==> config.mk <==
export PLATFORM = sky130hd
export DESIGN_NAME = sobol_mul_ctrl
export DESIGN_NICKNAME = d
export VERILOG_FILES = /design/src/rtl/sobol_pkg.sv /design/src/rtl/sc_cmp_unit.sv /design/src/rtl/sobol_mul_ctrl.sv
export SDC_FILE = /design/constraint.sdc
export NUM_CORES = 1
export LEC_CHECK = 0
export BUFFER_PORTS_ARGS = -buffer_cell sky130_fd_sc_hd__buf_2
export CAP_MARGIN = 10
export CORE_MARGIN = 4
export CORE_UTILIZATION = 42
export DETAILED_ROUTE_END_ITERATION = 6
export PLACE_DENSITY = 0.72
export SKIP_CTS_REPAIR_TIMING = 1
export SKIP_LAST_GASP = 1
export SYNTH_ARGS = -nofsm -noshare
export SYNTH_HDL_FRONTEND = slang
export SYNTH_SLANG_ARGS = --single-unit
export TNS_END_PERCENT = 5
==> constraint.sdc <==
create_clock -name clk -period 2.5 [get_ports clk]
set_input_delay 0.125 -clock clk [delete_from_list [all_inputs] [get_ports clk]]
set_output_delay 0.125 -clock clk [all_outputs]
set_load 0.005 [all_outputs]
==> src/rtl/sobol_pkg.sv <==
// Shared definitions for the Sobol RNG and the stochastic multiplier run controller.
package sobol_pkg;

  // Default operand / RNG sample width; the run length is 2**INWD_DEF.
  localparam int INWD_DEF = 8;

  typedef enum logic [2:0] {
    IDLE  = 3'd0,
    CLEAR = 3'd1,
    RUN   = 3'd2,
    FLUSH = 3'd3,
    DONE  = 3'd4
  } state_t;

endpackage

==> src/rtl/sc_cmp_unit.sv <==
// Unipolar stochastic multiply cell: two strict unsigned compares against RNG samples, ANDed.
module sc_cmp_unit #(
  parameter int W = 8
) (
  input  logic [W-1:0] op_a,
  input  logic [W-1:0] rnd_a,
  input  logic [W-1:0] op_b,
  input  logic [W-1:0] rnd_b,
  output logic         prod
);

  logic bit_a;
  logic bit_b;

  assign bit_a = (op_a > rnd_a);
  assign bit_b = (op_b > rnd_b);
  assign prod  = bit_a & bit_b;

endmodule

==> src/rtl/sobol_mul_ctrl.sv <==
// Run controller: restarts the Sobol RNGs, runs one full period and counts product ones.
module sobol_mul_ctrl
  import sobol_pkg::*;
#(
  parameter int INWD = INWD_DEF
) (
  input  logic            clk,
  input  logic            rst,
  input  logic            start_valid,
  output logic            start_ready,
  input  logic [INWD-1:0] opA,
  input  logic [INWD-1:0] opB,
  output logic            rng_clear,
  output logic            rng_enable,
  input  logic [INWD-1:0] rndA,
  input  logic [INWD-1:0] rndB,
  output logic            bs_out,
  output logic            bs_valid,
  output logic            res_valid,
  input  logic            res_ready,
  output logic [INWD:0]   res
);

  state_t          state;
  state_t          state_next;
  logic [INWD-1:0] op_a_q;
  logic [INWD-1:0] op_b_q;
  logic [INWD-1:0] cnt;
  logic [INWD:0]   ones;
  logic            sv;
  logic            prod;

  // NOTE: every variable written here gets a default first so no path can infer a latch.
  always_comb begin
    state_next = state;
    unique case (state)
      IDLE:    if (start_valid) state_next = CLEAR;
      CLEAR:   state_next = RUN;
      RUN:     if (cnt == '1) state_next = FLUSH;
      FLUSH:   state_next = DONE;
      DONE:    if (res_ready) state_next = IDLE;
      default: state_next = IDLE;
    endcase
  end

  // NOTE: state is updated with non-blocking assignments so every flop samples pre-edge values.
  always_ff @(posedge clk) begin
    if (rst) begin
      state      <= IDLE;
      op_a_q     <= '0;
      op_b_q     <= '0;
      cnt        <= '0;
      ones       <= '0;
      sv         <= 1'b0;
      rng_clear  <= 1'b0;
      rng_enable <= 1'b0;
    end else begin
      state      <= state_next;
      // Both RNG controls are registered from the next state so they line up with CLEAR / RUN.
      rng_clear  <= (state_next == CLEAR);
      rng_enable <= (state_next == RUN);
      sv         <= rng_enable;

      if (state == CLEAR) cnt <= '0;
      else if (state == RUN) cnt <= cnt + 1'b1;

      if (sv && prod) ones <= ones + 1'b1;

      if (state == IDLE && start_valid) begin
        op_a_q <= opA;
        op_b_q <= opB;
        ones   <= '0;
      end
    end
  end

  sc_cmp_unit #(
    .W (INWD)
  ) u_cmp (
    .op_a  (op_a_q),
    .rnd_a (rndA),
    .op_b  (op_b_q),
    .rnd_b (rndB),
    .prod  (prod)
  );

  assign start_ready = (state == IDLE);
  assign res_valid   = (state == DONE);
  assign res         = ones;
  assign bs_valid    = sv;
  assign bs_out      = sv & prod;

endmodule

==> flow_metrics.env, run 1 <==
export IMPL_die_y_um=78.22
export IMPL_yosysWarnings=0
export IMPL_grt_pass1_vias=1724
export IMPL_syn_inst=244
export IMPL_drt_iter0_markers=97
export IMPL_min_path_cells=3
export IMPL_die_width_um=78.22
export IMPL_hp_class="in2reg"
export IMPL_clk_insertion_delay_late_ns=0.28
export IMPL_fmax_ghz=0.4486
export IMPL_netlist_area_um2=2071
export IMPL_clock_path_buffers=2
export IMPL_port_buffers=50
export IMPL_ys_seq_elements=39
export IMPL_dp_hpwl_mm=3.387
export IMPL_relSlewSlack_pct=58.78
export IMPL_dr_pass1_iters=4
export IMPL_async_reset_ff_share_pct=0
export IMPL_avgViaCountPerCell=5.028
export IMPL_grt_setup_unrepaired="false"
export IMPL_p_total_mw=1.377
export IMPL_grtUsageMet3_pct=2.752
export IMPL_crit_buf_inv=1
export IMPL_cp_arrival_ns=2.10
export IMPL_drive_above_1_share_pct=23.21
export IMPL_r2r_start="op_a_q[7]"
export IMPL_crit_slowest_cell="a211oi_4"
export IMPL_synth_ff_type="dfxtp_1"
export IMPL_period_share_pct=89.18
export IMPL_top_usage_layer="met2"
export IMPL_row_count=25
export IMPL_ir_worst_vdd_mv=0.3102
export IMPL_ys_seq_area_share_pct=37.70
export IMPL_initial_core_util_pct=43.55
export IMPL_worstPathCellList="ha_1 -> nor2b_2 -> o211ai_2 -> a21oi_4 -> a211oi_4 -> nor2_1 -> buf_2"
export IMPL_synth_area_per_cell_um2=8.487
export IMPL_yosysTopAreaCell="dfxtp_1"
export IMPL_synth_cell_types=46
export IMPL_worstSetupPathType="reg2out"
export IMPL_clkTransAtPathRegs_ns=0.07
export IMPL_cp_start_kind="flip-flop"
export IMPL_drc=0
export IMPL_end_kind="output port"
export IMPL_ys_top_cells_by_count="nand2_1 (41), dfxtp_1 (39), a21oi_1 (28), ha_1 (18), inv_1 (18)"
export IMPL_routabilityCongestion=0.7910
export IMPL_track_usage_pct=14.74
export IMPL_cts_root_buffer="clkbuf_8"
export IMPL_drv_slew=0
export IMPL_drv_cap=0
export IMPL_dieArea_um2=6118
export IMPL_wl_mm=4.444
export IMPL_synth_most_common_cell="nand2_1"
export IMPL_path_delay_family="compound AO/OA/AOI/OAI gates"
export IMPL_hold_viol=0
export IMPL_worstMarginPinSlew_ns=0.6163
export IMPL_syn_num_nets=298
export IMPL_grt_pass1_wl_mm=7.341
export IMPL_routed_via_count=1810
export IMPL_p_leak_nw=1.104
export IMPL_wl_per_cell_um=12.34
export IMPL_r2r_slack_ns=0.49
export IMPL_grt_overflow_total=0
export IMPL_grt_antenna_before_repair=0
export IMPL_cpPeakStageDelay_ns=0.56
export IMPL_syn2layout_area_growth_pct=19.40
export IMPL_reg2regPathDepth=7
export IMPL_final_nets=347
export IMPL_antenna_cells=0
export IMPL_status="finished clean"
export IMPL_synth_area_top_cells="dfxtp_1 (38%), ha_1 (11%), nand2_1 (7.4%)"
export IMPL_critPathMaxFanout=17
export IMPL_ctsHtreeMaxLevel=2
export IMPL_fin_skew_ns=0.007210
export IMPL_io_pins=51
export IMPL_whs_endpoint="op_b_q[6]"
export IMPL_cp_required_ns=2.38
export IMPL_cts_tree="done"
export IMPL_synth_edf_count=0
export IMPL_finalSetupViolCount=0
export IMPL_tns_ns=0
export IMPL_powerDensity_nw_per_um2=557.1
export IMPL_antenna_left=0
export IMPL_numCtsBuffers=5
export IMPL_core_area_um2=4755
export IMPL_grt_max_degree=29
export IMPL_min_delay_start="opB[6]"
export IMPL_use_met1_pct=17.87
export IMPL_r2r_end="res[3]"
export IMPL_grtUsageMet2_pct=26.03
export IMPL_post_route_min_period_ns=2.229
export IMPL_clkSinkCount=39
export IMPL_synth_top_area_share_pct=37.70
-- layer usage --
| layer | part of all wire [%] | vias to the layer above |
|---|---|---|
| li1 | - | 949 |
| met1 | 46 | 812 |
| met2 | 48 | 45 |
| met3 | 4.5 | 4 |
| met4 | 0.95 | 0 |
| met5 | 0 | - |
-- cell type report --
class                      count  area (um2)
fill                         479        2282
multi-input combinational    177        1172
sequential                    39       780.7
timing repair buffer          52       265.3
tap                           67       83.83
clock buffer                   6       72.57
inverter                      18       67.56
clock inverter                 1       30.03
-- report_power, final --
group / switching, mW / internal (mW) / total [mW]
Clock: 0.201 / 0.292 / 0.494
Combinational: 0.117 / 0.0936 / 0.211
Sequential: 0.0230 / 0.649 / 0.672
Total: 0.342 / 1.04 / 1.38
-- worst max-delay path by stage --
stage | from | to | cells after the start
after global placement | op_b_q[5] | res[1] | 6
after floorplan | op_a_q[1] | res[1] | 8
after detailed placement | op_b_q[5] | res[1] | 6
after CTS | op_b_q[5] | bs_out | 6
final | op_a_q[1] | bs_out | 7
after global routing | op_a_q[3] | bs_out | 6
-- cells in the final DEF (no fill, tap or decap), types with 4 or more instances in the layout --
| cell | netlist | layout |
|---|---|---|
| inv_1 | 18 | 18 |
| nand4_1 | 6 | 6 |
| a21oi_1 | 28 | 28 |
| nor2_1 | 13 | 13 |
| nand3_1 | 4 | 4 |
| nand2_1 | 41 | 41 |
| clkbuf_8 | 0 | 5 |
| o31ai_1 | 5 | 5 |
| buf_2 | 4 | 50 |
| or4_1 | 5 | 5 |
| a21o_1 | 4 | 4 |
| or3_1 | 4 | 4 |
| dfxtp_1 | 39 | 39 |
| ha_1 | 18 | 18 |
| and4_1 | 4 | 4 |
-- metrics by stage --
stage                     cells  hold WS [ns]  setup WS (ns)  utilization, %  area [um2]
after global routing        360       0.07189         0.1180           52.00        2472
final                       360       0.07898         0.2706           52.00        2472
after CTS                   360       0.07111         0.2542           52.00        2472
after global placement      353        0.3673         0.5356           49.84        2370
after detailed placement    353        0.3745         0.4908           49.84        2370
after floorplan             244        0.2610         0.7143               -        2071
-- state kept, by name, indices dropped and copies added, names as in the netlist --
| name | count |
|---|---|
| bs_valid | 1 |
| cnt | 8 |
| op_a_q | 8 |
| op_b_q | 8 |
| res | 9 |
| rng_clear | 1 |
| rng_enable | 1 |
| state | 3 |
-- kinds of logic (layout without fill, tap and decap cells) --
kind of cell	count (synthesis)	after routing	share of synthesized area, %
flops	39	39	37.70
simple gates	94	94	23.44
xor+xnor	5	5	2.115
fa+ha+maj	18	18	10.88
compound gates	56	56	18.19
mux	4	4	1.994
buf+inv	28	77	5.679
-- worst min-delay path, delay by kind of cell --
| family | cells | cell delay, ns |
|---|---|---|
| simple gates | 1 | 0.05 |
| buf+inv | 1 | 0.09 |
| compound gates | 1 | 0.05 |
Power figures use the tool's default switching activity.
==> run 2, diff against run 1 <==
Settings changed: PLACE_DENSITY 0.72 to 0.73.
==> run 2 against run 1 <==
Design area decreased by 1.2%. Combinational power about the same. Cell count decreased by 0.28%. Non-clock buffer count unchanged. Power decreased by 7.9%. Worst setup slack got worse by 0.018 ns. Register-to-register slack about the same. Critical endpoint unchanged.
==> flow_metrics.env, run 2 (same netlist as run 1, synthesis figures left out) <==
export IMPL_status="finished clean"
export IMPL_pwr_share_comb_pct=16.7
export IMPL_mostFrequentLayoutCells="buf_2 (50), nand2_1 (41), dfxtp_1 (39)"
export IMPL_cp_arrival_ns=2.12
export IMPL_r2r_end="res[4]"
export IMPL_die_y_um=78.22
export IMPL_powerDensity_nw_per_um2=519.3
export IMPL_wl_mm=4.434
export IMPL_relSlewSlack_pct=57.93
export IMPL_drive_above_1_share_pct=22.95
export IMPL_antenna_left=0
export IMPL_grt_pass1_wl_mm=7.514
export IMPL_clkSinkCount=39
export IMPL_ctsHtreeMaxLevel=2
export IMPL_routed_via_count=1802
export IMPL_power_frac_seq_pct=53.1
export IMPL_critPathMaxFanout=17
export IMPL_whs_endpoint="op_b_q[3]"
export IMPL_dr_pass1_iters=4
export IMPL_grt_antenna_before_repair=0
export IMPL_hp_class="in2reg"
export IMPL_min_delay_start="opB[3]"
export IMPL_r2r_start="op_a_q[7]"
export IMPL_avgViaCountPerCell=5.019
export IMPL_cpPeakStageDelay_ns=0.59
export IMPL_worstSetupPathType="reg2out"
export IMPL_cts_tree="done"
export IMPL_grt_max_degree=29
export IMPL_cp_start_kind="flip-flop"
export IMPL_antenna_cells=0
export IMPL_fin_skew_ns=0.005466
export IMPL_routabilityCongestion=0.7944
export IMPL_grt_pass1_vias=1670
export IMPL_post_route_min_period_ns=2.247
export IMPL_drc=0
export IMPL_drt_iter0_markers=71
export IMPL_crit_path_frequent_cell="a21o_1"
export IMPL_crit_slowest_cell="a211oi_4"
export IMPL_end_kind="output port"
export IMPL_clk_insertion_delay_late_ns=0.28
export IMPL_dp_hpwl_mm=3.389
export IMPL_worstMarginPinSlew_ns=0.6290
export IMPL_period_share_pct=89.90
export IMPL_die_width_um=78.22
export IMPL_cp_required_ns=2.38
export IMPL_initial_core_util_pct=43.55
export IMPL_track_usage_pct=14.97
export IMPL_clockPowerShare_pct=30.3
export IMPL_port_buffers=50
export IMPL_core_area_um2=4755
export IMPL_finalSetupViolCount=0
export IMPL_hold_viol=0
export IMPL_io_pins=51
export IMPL_drv_slew=0
export IMPL_nFillCells=486
export IMPL_whs_ns=0.07343
export IMPL_min_path_cells=3
export IMPL_reg2regPathDepth=7
export IMPL_internal_power_mw=0.9289
export IMPL_cts_root_buffer="clkbuf_8"
export IMPL_worstPathCellList="ha_1 -> a21o_1 -> a21o_1 -> a211oi_4 -> nor2_1 -> buf_2"
export IMPL_grt_setup_unrepaired="false"
export IMPL_final_nets=347
export IMPL_numCtsBuffers=5
export IMPL_clkTransAtPathRegs_ns=0.07
export IMPL_dp_cells=353
export IMPL_ir_worst_vdd_mv=0.3087
export IMPL_dieArea_um2=6118
export IMPL_clock_path_buffers=2
export IMPL_drv_cap=0
export IMPL_syn2layout_area_growth_pct=17.95
export IMPL_wl_per_cell_um=12.35
export IMPL_p_leak_nw=1.089
export IMPL_layout_commonest_cell="buf_2"
export IMPL_row_count=25
export IMPL_swShare_pct=26.76
export IMPL_r2r_slack_ns=0.48
export IMPL_tns_ns=0
export IMPL_largest_reg_flops=9
export IMPL_grt_overflow_total=0
export IMPL_switchingPower_mw=0.3395
export IMPL_fmax_ghz=0.4450
export IMPL_final_cells=359
==> run 2: cell count changes in the layout (fill, tap and decap cells not counted), sizes merged <==
cell and change:
bufinv -1
==> run 2: metrics by stage <==
step / setup WS (ns) / cell area (um2) / power (mW) / util, %
finish: 0.2526 / 2442 / 1.268 / 51.37
global route: 0.09800 / 2442 / 1.337 / 51.37
floorplan: 0.7143 / 2071 / 0.8303 / -
CTS: 0.2475 / 2442 / 1.286 / 51.37
global placement: 0.5387 / 2370 / 0.8947 / 49.84
detailed placement: 0.4965 / 2370 / 0.9018 / 49.84
==> run 2: worst max-delay path by stage <==
stage | start | to | slack (ns) | cells past startpoint
2_1_floorplan | op_a_q[1] | res[1] | 0.71 | 8
3_3_place_gp | op_a_q[7] | res[4] | 0.54 | 7
3_5_place_dp | op_a_q[1] | res[1] | 0.50 | 7
4_1_cts | op_a_q[5] | bs_out | 0.25 | 6
5_1_grt | op_a_q[1] | bs_out | 0.1 | 7
6_report | op_a_q[5] | bs_out | 0.25 | 6
==> run 2: critical path: cells and delay by family, from the launching register on <==
family	cells	cell delay (ns)
AND/OR/NAND/NOR	1	0.10
buffers and inverters	1	0.15
adder cells (fa/ha/maj)	1	0.31
flip-flops	1	0.33
AO/OA/AOI/OAI	3	0.95
==> run 2: layer usage <==
metal  vias to the layer above  GRT usage [%]  part of all wire (%)
met5                         -              0                     0
met4                         0          3.671                  0.90
met3                         6          3.440                   5.3
met2                        39          25.09                    47
met1                       810          19.45                    47
li1                        947              -                     -
==> run 2: final cells by class <==
cell class              instances  area (um2)  area share [%]
clock buffers                   6       72.57           2.971
repair buffers                 52       265.3           10.86
flip-flops and latches         39       780.7           31.97
multi-input cells             177        1172           48.00
well taps                      67       83.83           3.432
inverters                      18       67.56           2.766
==> run 2: power groups by stage <==
stage                     sequential [mW]  combinational [mW]  clock [mW]
final                               0.673               0.211       0.384
after global routing                0.677               0.241       0.419
after CTS                           0.673               0.215       0.397
after detailed placement            0.687               0.214           0
after global placement              0.686               0.209           0
after floorplan                     0.676               0.155           0
==> run 3, diff against run 2 <==
Settings changed: CORE_ASPECT_RATIO from default to 1.25.
==> run 3 against run 2 <==
Non-clock buffer count shrank 1. Sequential power barely moved. Maximum frequency is 0.31% lower. Cell count fell by 1.7%. Design area down 0.31%. Core utilization down 0.27 points. Clock skew hardly changed. Combinational power about the same.
==> flow_metrics.env, run 3 (same netlist as run 1, synthesis figures left out) <==
export IMPL_die_y_um=86.51
export IMPL_grt_max_degree=29
export IMPL_avgViaCountPerCell=5.122
export IMPL_hold_viol=0
export IMPL_track_usage_pct=15.35
export IMPL_core_area_um2=4765
export IMPL_multi_input_area_um2=1172
export IMPL_fmax_ghz=0.4436
export IMPL_grt_pass1_vias=1714
export IMPL_antenna_cells=0
export IMPL_p_total_mw=1.285
export IMPL_drv_cap=0
export IMPL_drt_iter0_markers=54
export IMPL_wl_per_cell_um=12.38
export IMPL_drc=0
export IMPL_cp_start_kind="flip-flop"
export IMPL_status="finished clean"
export IMPL_placed_area_um2=2354
export IMPL_syn2layout_area_growth_pct=17.58
export IMPL_final_nets=346
export IMPL_dr_pass1_iters=4
export IMPL_clkSinkCount=39
export IMPL_top_usage_layer="met2"
export IMPL_drive_above_1_share_pct=22.87
export IMPL_p_leak_nw=1.090
export IMPL_end_kind="output port"
export IMPL_ctsHtreeMaxLevel=2
export IMPL_power_frac_seq_pct=52.3
export IMPL_cts_root_buffer="clkbuf_8"
export IMPL_dp_hpwl_mm=3.306
export IMPL_critPathMaxFanout=17
export IMPL_clockPowerShare_pct=31.4
export IMPL_routabilityCongestion=0.7372
export IMPL_clk_insertion_delay_late_ns=0.29
export IMPL_finalInstanceArea_um2=2435
export IMPL_grt_setup_unrepaired="false"
export IMPL_layout_commonest_cell="buf_2"
export IMPL_final_cells=353
export IMPL_use_met1_pct=17.85
export IMPL_pwr_share_comb_pct=16.3
export IMPL_swShare_pct=27.13
export IMPL_antenna_left=0
export IMPL_grt_antenna_before_repair=0
export IMPL_worstMarginPinSlew_ns=0.6979
export IMPL_dieArea_um2=6125
export IMPL_powerDensity_nw_per_um2=527.8
export IMPL_hp_class="in2reg"
export IMPL_dp_cells=345
export IMPL_io_pins=51
export IMPL_grtUsageMet3_pct=4.756
export IMPL_routed_via_count=1808
export IMPL_tns_ns=0
export IMPL_clock_path_buffers=2
export IMPL_cp_required_ns=2.38
export IMPL_post_route_min_period_ns=2.254
export IMPL_finalSetupViolCount=0
export IMPL_die_width_um=70.81
export IMPL_clkTransAtPathRegs_ns=0.07
export IMPL_cts_tree="done"
export IMPL_row_count=28
export IMPL_wl_mm=4.369
export IMPL_relSlewSlack_pct=53.47
export IMPL_port_buffers=50
export IMPL_mostFrequentLayoutCells="buf_2 (50), nand2_1 (41), dfxtp_1 (39)"
export IMPL_grt_overflow_total=0
export IMPL_numCtsBuffers=5
export IMPL_fin_skew_ns=0.005246
export IMPL_regArea_um2=780.7
export IMPL_drv_slew=0
export IMPL_largest_reg_flops=9
export IMPL_period_share_pct=90.18
export IMPL_ir_worst_vdd_mv=0.2815
export IMPL_worstSetupPathType="reg2out"
export IMPL_nFillCells=480
export IMPL_switchingPower_mw=0.3487
export IMPL_grt_pass1_wl_mm=7.527
export IMPL_internal_power_mw=0.9364
export IMPL_grtUsageMet2_pct=26.41
export IMPL_initial_core_util_pct=43.46
export IMPL_cp_arrival_ns=2.13
## run 3: cell types whose count changed in the layout (fill, tap and decap cells not counted)
cell	previous run	this run
buf_4	2	1
clkbuf_1	1	2
clkinv_2	0	1
## run 3: metrics by stage
stage | util [%] | worst slack, ns | hold WS (ns)
CTS | 51.10 | 0.2290 | 0.06191
global placement | 49.40 | 0.5331 | 0.3715
detailed placement | 49.40 | 0.4894 | 0.3747
global route | 51.10 | 0.1159 | 0.06470
floorplan | - | 0.7143 | 0.2610
finish | 51.10 | 0.2455 | 0.06737
## run 3: power by group through the flow
stage	sequential, mW	combinational (mW)	clock (mW)
2_1_floorplan	0.676	0.155	0
3_3_place_gp	0.686	0.206	0
3_5_place_dp	0.686	0.213	0
4_1_cts	0.672	0.214	0.421
5_1_grt	0.676	0.242	0.446
6_report	0.672	0.210	0.403
## run 3: path summary, 6_finish.rpt
| kind | to | slack [ns] | depth (start not counted) | startpoint |
|---|---|---|---|---|
| setup reg to reg | res[3] | 0.46 | 7 | op_a_q[7] |
| setup / recovery | bs_out | 0.25 | 7 | op_a_q[1] |
| hold / removal | op_a_q[2] | 0.07 | 3 | opA[2] |
| hold reg to reg | op_a_q[0] | 0.46 | 2 | op_a_q[0] |
## run 3: layer usage
layer	part of all wire, %	wire (um)	vias up
met2	49	2146	36
met4	1.6	72	0
met1	43	1893	811
li1	-	-	953
met3	5.9	257	8
met5	0	0	-
## run 3: critical path, stage by stage (launching register included)
cell	delay, ns
dfxtp_1	0.32
ha_1	0.28
nor2b_2	0.16
o211ai_2	0.18
a21oi_4	0.09
a211oi_4	0.56
nor2_1	0.11
buf_2	0.15
## run 3: area by class of cell
type,instances,area share (%)
Sequential cell,39,32.07
Clock inverter,1,0.2055
Tap cell,60,3.083
Inverter,18,2.775
Multi-Input combinational cell,177,48.15
Clock buffer,7,3.135
Timing Repair Buffer,51,10.59
